==> config.mk <==
export PLATFORM = sky130hd
export DESIGN_NAME = call_request_scheduler
export DESIGN_NICKNAME = d
export VERILOG_FILES = /design/src/rtl/call_request_scheduler.sv
export SDC_FILE = /design/constraint.sdc
export NUM_CORES = 1
export LEC_CHECK = 0
export BUFFER_PORTS_ARGS = -buffer_cell sky130_fd_sc_hd__buf_2
export CORE_MARGIN = 2
export CORE_UTILIZATION = 25
export DETAILED_ROUTE_END_ITERATION = 6
export PLACE_DENSITY = 0.4
export SYNTH_ARGS = -nofsm -noshare
export SYNTH_HDL_FRONTEND = slang
export SYNTH_SLANG_ARGS = --single-unit
==> constraint.sdc <==
create_clock -name clk -period 2.9 [get_ports clk]
set_input_delay 0.145 -clock clk [delete_from_list [all_inputs] [get_ports clk]]
set_output_delay 0.145 -clock clk [all_outputs]
set_load 0.1 [all_outputs]
==> src/rtl/call_request_scheduler.sv <==
// Request stage of the elevator controller: synchronises and debounces the
// hall-call and car-target buttons, keeps them pending until serviced, runs the
// collective up/down direction FSM and registers a one-hot next-target floor.
module call_request_scheduler #(
    parameter int DEB_CYCLES = 4
) (
    input  logic       clk,
    input  logic       RESET,
    input  logic [3:0] hall_up,
    input  logic [3:0] hall_dn,
    input  logic [4:0] car_tgt,
    input  logic [4:0] floor_oh,
    input  logic       stop,
    input  logic       door_open,
    output logic [4:0] next_floor,
    output logic       tgt_valid,
    output logic [1:0] dir,
    output logic [3:0] up_pend,
    output logic [3:0] dn_pend,
    output logic [4:0] car_pend
);

    localparam int NB = 13;
    localparam logic [3:0] DEB_MAX = 4'(DEB_CYCLES);
    localparam logic [3:0] DEB_M1  = 4'(DEB_CYCLES - 1);

    localparam logic [1:0] DIR_IDLE = 2'b00;
    localparam logic [1:0] DIR_UP   = 2'b01;
    localparam logic [1:0] DIR_DOWN = 2'b10;

    // Lowest set bit of a floor vector (nearest floor when scanning upward).
    function automatic logic [4:0] lowest_bit(input logic [4:0] v);
        logic seen;
        lowest_bit = 5'd0;
        seen = 1'b0;
        for (int k = 0; k < 5; k++) begin
            lowest_bit[k] = v[k] & ~seen;
            seen = seen | v[k];
        end
    endfunction

    // Highest set bit of a floor vector (nearest floor when scanning downward).
    function automatic logic [4:0] highest_bit(input logic [4:0] v);
        logic seen;
        highest_bit = 5'd0;
        seen = 1'b0;
        for (int k = 4; k >= 0; k--) begin
            highest_bit[k] = v[k] & ~seen;
            seen = seen | v[k];
        end
    endfunction

    // True when exactly one sensor bit is set.
    function automatic logic is_onehot5(input logic [4:0] v);
        logic [2:0] n;
        n = 3'd0;
        for (int k = 0; k < 5; k++) begin
            n = n + {2'b00, v[k]};
        end
        return (n == 3'd1);
    endfunction

    // Button vector layout: [3:0] hall up, [7:4] hall down, [12:8] car targets.
    logic [NB-1:0] btn_raw_s;
    logic [NB-1:0] sync1_q, sync2_q;
    logic [3:0]    cnt_q [NB];
    logic [3:0]    cnt_d [NB];
    logic [NB-1:0] press_s;

    logic [3:0] up_pend_q, up_pend_d;
    logic [3:0] dn_pend_q, dn_pend_d;
    logic [4:0] car_pend_q, car_pend_d;
    logic [4:0] cur_floor_q, cur_floor_d;
    logic [1:0] dir_q, dir_d;
    logic [4:0] next_floor_q, next_floor_d;
    logic       tgt_valid_q, tgt_valid_d;

    logic       svc_s, cur_valid_s;
    logic [4:0] clr_car_s;
    logic [3:0] clr_up_s, clr_dn_s;
    logic [4:0] up5_s, dn5_s, any_s, cu_s, cd_s;
    logic [4:0] above_m_s, below_m_s;
    logic       here_s, above_s, below_s;
    logic [4:0] up_tgt_s, dn_tgt_s;

    assign btn_raw_s = {car_tgt, hall_dn, hall_up};

    // Per-button debounce counter; a press is accepted on the cycle the count reaches DEB_CYCLES.
    always_comb begin
        for (int i = 0; i < NB; i++) begin
            if (!sync2_q[i]) begin
                cnt_d[i] = 4'd0;
            end else if (cnt_q[i] == DEB_MAX) begin
                cnt_d[i] = cnt_q[i];
            end else begin
                cnt_d[i] = cnt_q[i] + 4'd1;
            end
            press_s[i] = sync2_q[i] & (cnt_q[i] == DEB_M1);
        end
    end

    // Service clears at the current floor and pending-request update (clear beats set).
    always_comb begin
        svc_s     = stop & door_open;
        clr_car_s = svc_s ? cur_floor_q : 5'd0;
        clr_up_s  = svc_s ? (cur_floor_q[3:0] & ((dir_q == DIR_DOWN) ? 4'b0001 : 4'b1111)) : 4'd0;
        clr_dn_s  = svc_s ? (cur_floor_q[4:1] & ((dir_q == DIR_UP) ? 4'b1000 : 4'b1111)) : 4'd0;
        up_pend_d  = (up_pend_q  | press_s[3:0])  & ~clr_up_s;
        dn_pend_d  = (dn_pend_q  | press_s[7:4])  & ~clr_dn_s;
        car_pend_d = (car_pend_q | press_s[12:8]) & ~clr_car_s;
        cur_floor_d = is_onehot5(floor_oh) ? floor_oh : cur_floor_q;
    end

    // Per-floor request views and above/below masks relative to the current floor.
    always_comb begin
        logic seen_up, seen_dn;
        up5_s = {1'b0, up_pend_q};
        dn5_s = {dn_pend_q, 1'b0};
        any_s = car_pend_q | up5_s | dn5_s;
        cu_s  = car_pend_q | up5_s;
        cd_s  = car_pend_q | dn5_s;
        seen_up = 1'b0;
        for (int k = 0; k < 5; k++) begin
            above_m_s[k] = seen_up;
            seen_up = seen_up | cur_floor_q[k];
        end
        seen_dn = 1'b0;
        for (int k = 4; k >= 0; k--) begin
            below_m_s[k] = seen_dn;
            seen_dn = seen_dn | cur_floor_q[k];
        end
        cur_valid_s = |cur_floor_q;
        here_s  = |(any_s & cur_floor_q);
        above_s = |(any_s & above_m_s);
        below_s = |(any_s & below_m_s);
        up_tgt_s = (|(cu_s & above_m_s)) ? lowest_bit(cu_s & above_m_s)
                                         : highest_bit(dn5_s & above_m_s);
        dn_tgt_s = (|(cd_s & below_m_s)) ? highest_bit(cd_s & below_m_s)
                                         : lowest_bit(up5_s & below_m_s);
    end

    // Collective direction FSM; direction may only change while the car is stopped.
    always_comb begin
        dir_d = dir_q;
        if (stop && cur_valid_s) begin
            case (dir_q)
                DIR_IDLE: begin
                    if (here_s)       dir_d = DIR_IDLE;
                    else if (above_s) dir_d = DIR_UP;
                    else if (below_s) dir_d = DIR_DOWN;
                    else              dir_d = DIR_IDLE;
                end
                DIR_UP: begin
                    if (above_s)      dir_d = DIR_UP;
                    else if (below_s) dir_d = DIR_DOWN;
                    else              dir_d = DIR_IDLE;
                end
                DIR_DOWN: begin
                    if (below_s)      dir_d = DIR_DOWN;
                    else if (above_s) dir_d = DIR_UP;
                    else              dir_d = DIR_IDLE;
                end
                default: dir_d = DIR_IDLE;
            endcase
        end else begin
            dir_d = dir_q;
        end
    end

    // Next-target selection from the registered state.
    always_comb begin
        next_floor_d = 5'd0;
        if (!cur_valid_s) begin
            next_floor_d = 5'd0;
        end else begin
            case (dir_q)
                DIR_IDLE: begin
                    if (here_s)       next_floor_d = cur_floor_q;
                    else if (above_s) next_floor_d = up_tgt_s;
                    else if (below_s) next_floor_d = dn_tgt_s;
                    else              next_floor_d = 5'd0;
                end
                DIR_UP:   next_floor_d = up_tgt_s;
                DIR_DOWN: next_floor_d = dn_tgt_s;
                default:  next_floor_d = 5'd0;
            endcase
        end
        tgt_valid_d = |next_floor_d;
    end

    // State registers with synchronous reset.
    always_ff @(posedge clk) begin
        if (RESET) begin
            sync1_q      <= '0;
            sync2_q      <= '0;
            for (int i = 0; i < NB; i++) cnt_q[i] <= 4'd0;
            up_pend_q    <= 4'd0;
            dn_pend_q    <= 4'd0;
            car_pend_q   <= 5'd0;
            cur_floor_q  <= 5'd0;
            dir_q        <= DIR_IDLE;
            next_floor_q <= 5'd0;
            tgt_valid_q  <= 1'b0;
        end else begin
            sync1_q      <= btn_raw_s;
            sync2_q      <= sync1_q;
            for (int i = 0; i < NB; i++) cnt_q[i] <= cnt_d[i];
            up_pend_q    <= up_pend_d;
            dn_pend_q    <= dn_pend_d;
            car_pend_q   <= car_pend_d;
            cur_floor_q  <= cur_floor_d;
            dir_q        <= dir_d;
            next_floor_q <= next_floor_d;
            tgt_valid_q  <= tgt_valid_d;
        end
    end

    assign next_floor = next_floor_q;
    assign tgt_valid  = tgt_valid_q;
    assign dir        = dir_q;
    assign up_pend    = up_pend_q;
    assign dn_pend    = dn_pend_q;
    assign car_pend   = car_pend_q;

endmodule

; ---- Word-level counts from Yosys, hierarchy flattened
; Memories as Yosys holds them, arrays and structs flattened.
; Cells that the tools add are included.
; Widths: inputs -> output; s select.
[op_classes]
n_mux = 60
eq_ne = 29
bitwise = 98
n_addsub = 17
n_reduce_logical = 9
[op_table]
columns = operator, count
row1 = $mux 4, 42
row2 = $add 4x1->4 const B, 13
row3 = $eq 4x2->1 const B, 13
row4 = $eq 4x3->1 const B, 13
row5 = $mux 5, 7
row6 = $reduce_or 5->1, 7
row7 = $or 1x1->1, 31
row8 = $and 1x1->1, 29
row9 = $and 5x5->5, 5
row10 = $and 4x4->4, 5
row11 = $not 1->1, 16
row12 = $or 5x5->5, 3
row13 = $pmux 5 s3, 1
row14 = $and 5x4->5, 2
row15 = $mux 2, 4
row16 = $not 4->4, 2
row17 = $or 4x4->4, 2
row18 = $add 3x1->3, 2
row19 = $pmux 2 s3, 1
row20 = $not 5->5, 1
row21 = $or 5x4->5, 1
row22 = $mux 1, 4
row23 = $add 2x1->3, 1
row24 = $eq 3x1->1 const B, 1
row25 = other kinds (7), 7
[totals]
ramBits = 52
mem_count = 1
reg_bits = 52
wordCells = 223
out_inout_bits = 21
[memory_table]
columns = memory, depth, width, read_ports, rd_clocked_by_memory_dff, wr, line_no
row1 = cnt_q, 13, 4, 13, 0, 13, 66  ; logic [3:0] cnt_q [NB];

; ---- Longest topological paths before layout
[logic_depth]
depth_word = 16
ltp_mapped = 8
depth_no_buf = 8

; ---- Worst setup path after synthesis
; Ideal clock, no wire load.
[synth_path]
path_kind = reg-to-reg
startpoint = register car_pend_q[3] (netlist: car_pend[3])
endpoint = register tgt_valid_q (netlist: tgt_valid)
arrival_time_ns = 2.544
stages_incl_launch_ff = 8
setup_ns = 0.126
setup_slack_ns = 0.230
path_buffers = 0
period_less_slack_ns = 2.670
t_required_ns = 2.774
cell_sequence = dfxtp_1 or3_1 a221o_1 o21ai_4 mux2i_1 o22ai_2 nor4b_2 o21ai_2
[synth_between]
elab_chain_cells = 14
elab_cells_between_ends = 35
cone_classes = 7 x mux / 22 x bitwise / 6 x reduce/logical
[synth_rtl]
columns = item, line_no
row1 = "start, declared", 72  ; logic [4:0] car_pend_q, car_pend_d;
row2 = "start signal, assigned", 210  ; car_pend_q <= car_pend_d;
row3 = $or 5x5->5, 121  ; cd_s = car_pend_q | dn5_s;
row4 = $and 5x4->5, 138  ; dn_tgt_s = (|(cd_s & below_m_s)) ? highest_bit(cd_s & below_m_s)
row5 = $or 1x1->1 (3 in series), 49  ; seen = seen | v[k];
row6 = $not 1->1, 48  ; highest_bit[k] = v[k] & ~seen;
row7 = $and 1x1->1, 48
row8 = $mux 5, 138
row9 = $mux 5, 180  ; else if (below_s) next_floor_d = dn_tgt_s;
row10 = $mux 5, 179  ; else if (above_s) next_floor_d = up_tgt_s;
row11 = $mux 5, 178  ; if (here_s) next_floor_d = cur_floor_q;
row12 = $pmux 5 s3 *, 176  ; case (dir_q)
row13 = $mux 5 *, 173  ; if (!cur_valid_s) begin
row14 = $reduce_or 5->1 *, 188  ; tgt_valid_d = |next_floor_d;
row15 = "end signal, assigned", 214  ; tgt_valid_q <= tgt_valid_d;
row16 = "end, declared", 76  ; logic tgt_valid_q, tgt_valid_d;
; Every way passes the cells marked *; elsewhere a longest branch is shown, timed or not.
; A chain may end at the register's enable or synchronous reset.

; ---- Worst setup path in the final report
; Same ends and word-level chain as after synthesis.

==> results.py <==
metrics = {
    "pwr": {
        "powerDensity_nw_per_um2": 522,
        "p_leak_uw": 0.00221,
        "vdd_drop_max_uv": 264,
    },
    "critical_path": {
        "crit_buf_inv": 0,
        "startpoint_type": "register",
        "critPathTopFamily": "compound AO/OA/AOI/OAI gates",
        "path_cells": "or3_1 > a221o_1 > o21ai_4 > mux2i_1 > o22ai_2 > nor4b_2 > o21ai_2",
        "arrival_ns": 2.62,
        "slowest_delay_ns": 0.42,
        "critPathKind": "reg -> reg",
        "critical_path_depth": 7,
        "critical_path.max_fanout": 8,
        "cp.required_ns": 3.13,
        "slowest_stage": "or3_1",
        "cp-end-kind": "register",
        "ff2ff_path_depth": 7,
    },
    "clock_network": {
        "clk_latency_ns": 0.35,
        "clockRootBuffer": "clkbuf_16",
        "cts_buffers": 9,
        "cts_max_path_buffers": 2,
        "cts.clk_slew.worst_paths_ns": 0.07,
        "cts.sinks": 104,
        "htree_levels": 3,
        "cts_resized": 0,
        "cts_tree": "built",
    },
    "synth": {
        "synthesis.area_um2": 4790,
        "ys_seq_area_frac": 0.435,
        "synth.distinct_cells": 50,
        "yosysWarnings": 0,
        "async_flop_share": 0,
        "yosys.area.top_type": "dfxtp_1",
        "yosys_most_used_dff": "dfxtp_1",
        "netlist_instances": 534,
        "ys_top_cells_by_area": "dfxtp_1, ha_1, nor2_1",
        "synthDominantCellAreaShare": 0.435,
        "synth_nets": 585,
        "syn_area_per_cell_um2": 8.97,
        "synth_seq_cells": 104,
        "synth-edff-count": 0,
    },
    "timing": {
        "fin_worst_skew_ns": 0.00713,
        "drv_slew": 0,
        "finalHoldViolCount": 0,
        "worst_pin_slew_ns": 0.564,
        "fmax_ghz": 0.419,
        "setup_viol": 0,
        "rsz0062_at_grt": "false",
        "fin_crit_sh": 0.823,
        "tns_ns": 0,
        "relSlewSlack": 0.624,
        "hold_ws_ns": 0.0221,
        "min_period_ns": 2.39,
    },
    "drt": {
        "routedWlPerCell_um": 13.5,
        "via_per_inst": 4.53,
        "dr_total_vias": 3754,
        "ant_nets": 0,
        "drc": 0,
        "routed_wl_um": 11100,
        "drt_pass1_iterations": 5,
        "drt_iter0_drc": 219,
    },
    "final_layout": {
        "drive_above_1_share": 0.126,
        "fill_cells": 1982,
        "final_nets": 640,
        "antenna_cells": 0,
        "area_growth_pct": 19.1,
    },
    "min_path": {
        "min_path_cells": 2,
        "hold_path_class": "in -> reg",
    },
    "floorplan": {
        "num_rows": 50,
        "die_h_um": 142,
        "start_util": 0.255,
        "io_pins": 43,
        "core_um2": 18800,
        "dieArea_um2": 20300,
        "die_w_um": 142,
    },
    "global_routing": {
        "grt_max_degree": 53,
        "grt_pass1_vias": 3620,
        "overflow": 0,
        "antenna_found_initial": 0,
        "grt.total_usage": 0.117,
        "grt_pass1_wl_um": 18600,
    },
    "status": {
        "status": "complete, no violations",
    },
    "place": {
        "hpwl_um": 8230,
        "port_buffers": 42,
        "gp_congestion": 0.852,
    },
    "job": {
        "drv_cap": 0,
    },
}
-- state kept, by name (all words and copies together), names as in the netlist --
register	cells
dir	2
car_pend	5
sync1_q	13
cnt_q	52
dn_pend	4
tgt_valid	1
next_floor	5
sync2_q	13
cur_floor_q	5
up_pend	4
-- worst reg2reg max path: stages (launching register included) --
cell and delay [ns]:
dfxtp_1 0.38, or3_1 0.42, a221o_1 0.42, o21ai_4 0.28
mux2i_1 0.26, o22ai_2 0.11, nor4b_2 0.32, o21ai_2 0.08
-- cell families after synthesis --
| group | synth area share |
|---|---|
| AO/OA/AOI/OAI | 0.127 |
| buffers and inverters | 0.0439 |
| AND/OR/NAND/NOR | 0.237 |
| adder cells (fa/ha/maj) | 0.0789 |
| multiplexers | 0.0337 |
| XOR/XNOR | 0.0457 |
| flip-flops | 0.435 |
-- synth_stat cells (2+ instances only) --
cell / instances
xnor2_1: 19
a211oi_1: 4
dfxtp_1: 104
nand3_1: 24
mux2i_1: 15
a311oi_1: 7
o22ai_2: 3
nor3_1: 19
xor2_1: 6
o32ai_1: 3
o41ai_1: 2
o21ai_0: 11
nand2b_1: 20
inv_1: 37
ha_1: 27
o21a_1: 3
a21oi_1: 27
nand2_1: 13
o22ai_1: 3
nor2b_1: 29
nand3b_1: 13
nor2_1: 80
fa_1: 2
nor3b_1: 8
or3_1: 6
a31oi_1: 11
o31ai_1: 2
clkbuf_1: 12
buf_2: 3
-- repair_timing --
action,in CTS,in global routing
endpoints found under the hold margin,12,0
hold buffers,12,0
buffers inserted,0,0
-- cells in the final DEF, fill, tap and decap left out, types with 3 or more instances in the layout --
master,netlist,layout
o21a_1,3,3
o22ai_1,3,3
o21ai_0,11,11
nor2b_1,29,29
buf_2,3,42
nor3_1,19,19
a211oi_1,4,4
nand2_1,13,13
a311oi_1,7,7
clkbuf_16,0,9
a31oi_1,11,11
inv_1,37,37
nand3_1,24,24
dlygate4sd3_1,0,12
nand3b_1,13,13
a21oi_1,27,27
o32ai_1,3,3
ha_1,27,27
xor2_1,6,6
o22ai_2,3,3
dfxtp_1,104,104
nor2_1,80,80
clkbuf_8,0,4
buf_4,0,6
nor3b_1,8,8
or3_1,6,6
mux2i_1,15,15
nand2b_1,20,20
xnor2_1,19,19
-- metal layers --
layer / global-route usage / wire length, µm / vias to the layer above / part of all wire
met2: 0.189 / 5160 / 66 / 0.46
li1: - / - / 1927 / -
met4: 0.0417 / 200 / 0 / 0.018
met5: 0 / 0 / - / 0
met1: 0.150 / 5320 / 1742 / 0.48
met3: 0.0326 / 474 / 19 / 0.043
-- power breakdown --
| part | total, µW | switching (µW) | internal, µW | leakage (µW) |
|---|---|---|---|---|
| Combinational | 209 | 114 | 95.3 | 0.00121 |
| Sequential | 1490 | 28.8 | 1460 | 0.000845 |
| Clock | 1280 | 521 | 763 | 0.000159 |
-- worst paths after layout --
kind                                             start                      to  slack, ns
worst max-delay path            car_pend[3]$_SDFF_PP0_    tgt_valid$_SDFF_PP0_       0.51
worst min-delay path                        hall_up[3]   sync1_q[3]$_SDFF_PP0_       0.02
worst max register to register  car_pend[3]$_SDFF_PP0_    tgt_valid$_SDFF_PP0_       0.51
worst min register to register  sync1_q[11]$_SDFF_PP0_  sync2_q[11]$_SDFF_PP0_       0.44
-- final cells by class --
type / instances / area [µm²] / area share
clock buffers: 14 / 284 / 0.0498
flip-flops and latches: 104 / 2080 / 0.365
well taps: 234 / 293 / 0.0513
clock inverters: 2 / 35.0 / 0.00614
repair buffers: 60 / 375 / 0.0658
inverters: 37 / 139 / 0.0243
multi-input cells: 377 / 2500 / 0.438
-- metrics by stage --
stage / instances / area, µm² / power, µW / utilization / worst slack [ns]
6_report: 828 / 5710 / 2980 / 0.304 / 0.513
4_1_cts: 828 / 5710 / 3040 / 0.304 / 0.512
5_1_grt: 828 / 5710 / 3130 / 0.304 / 0.349
3_3_place_gp: 800 / 5270 / 1720 / 0.281 / 0.566
3_5_place_dp: 800 / 5270 / 1720 / 0.281 / 0.536
2_1_floorplan: 534 / 4790 / 1650 / - / 0.230
(Power assumes the default switching activity.)
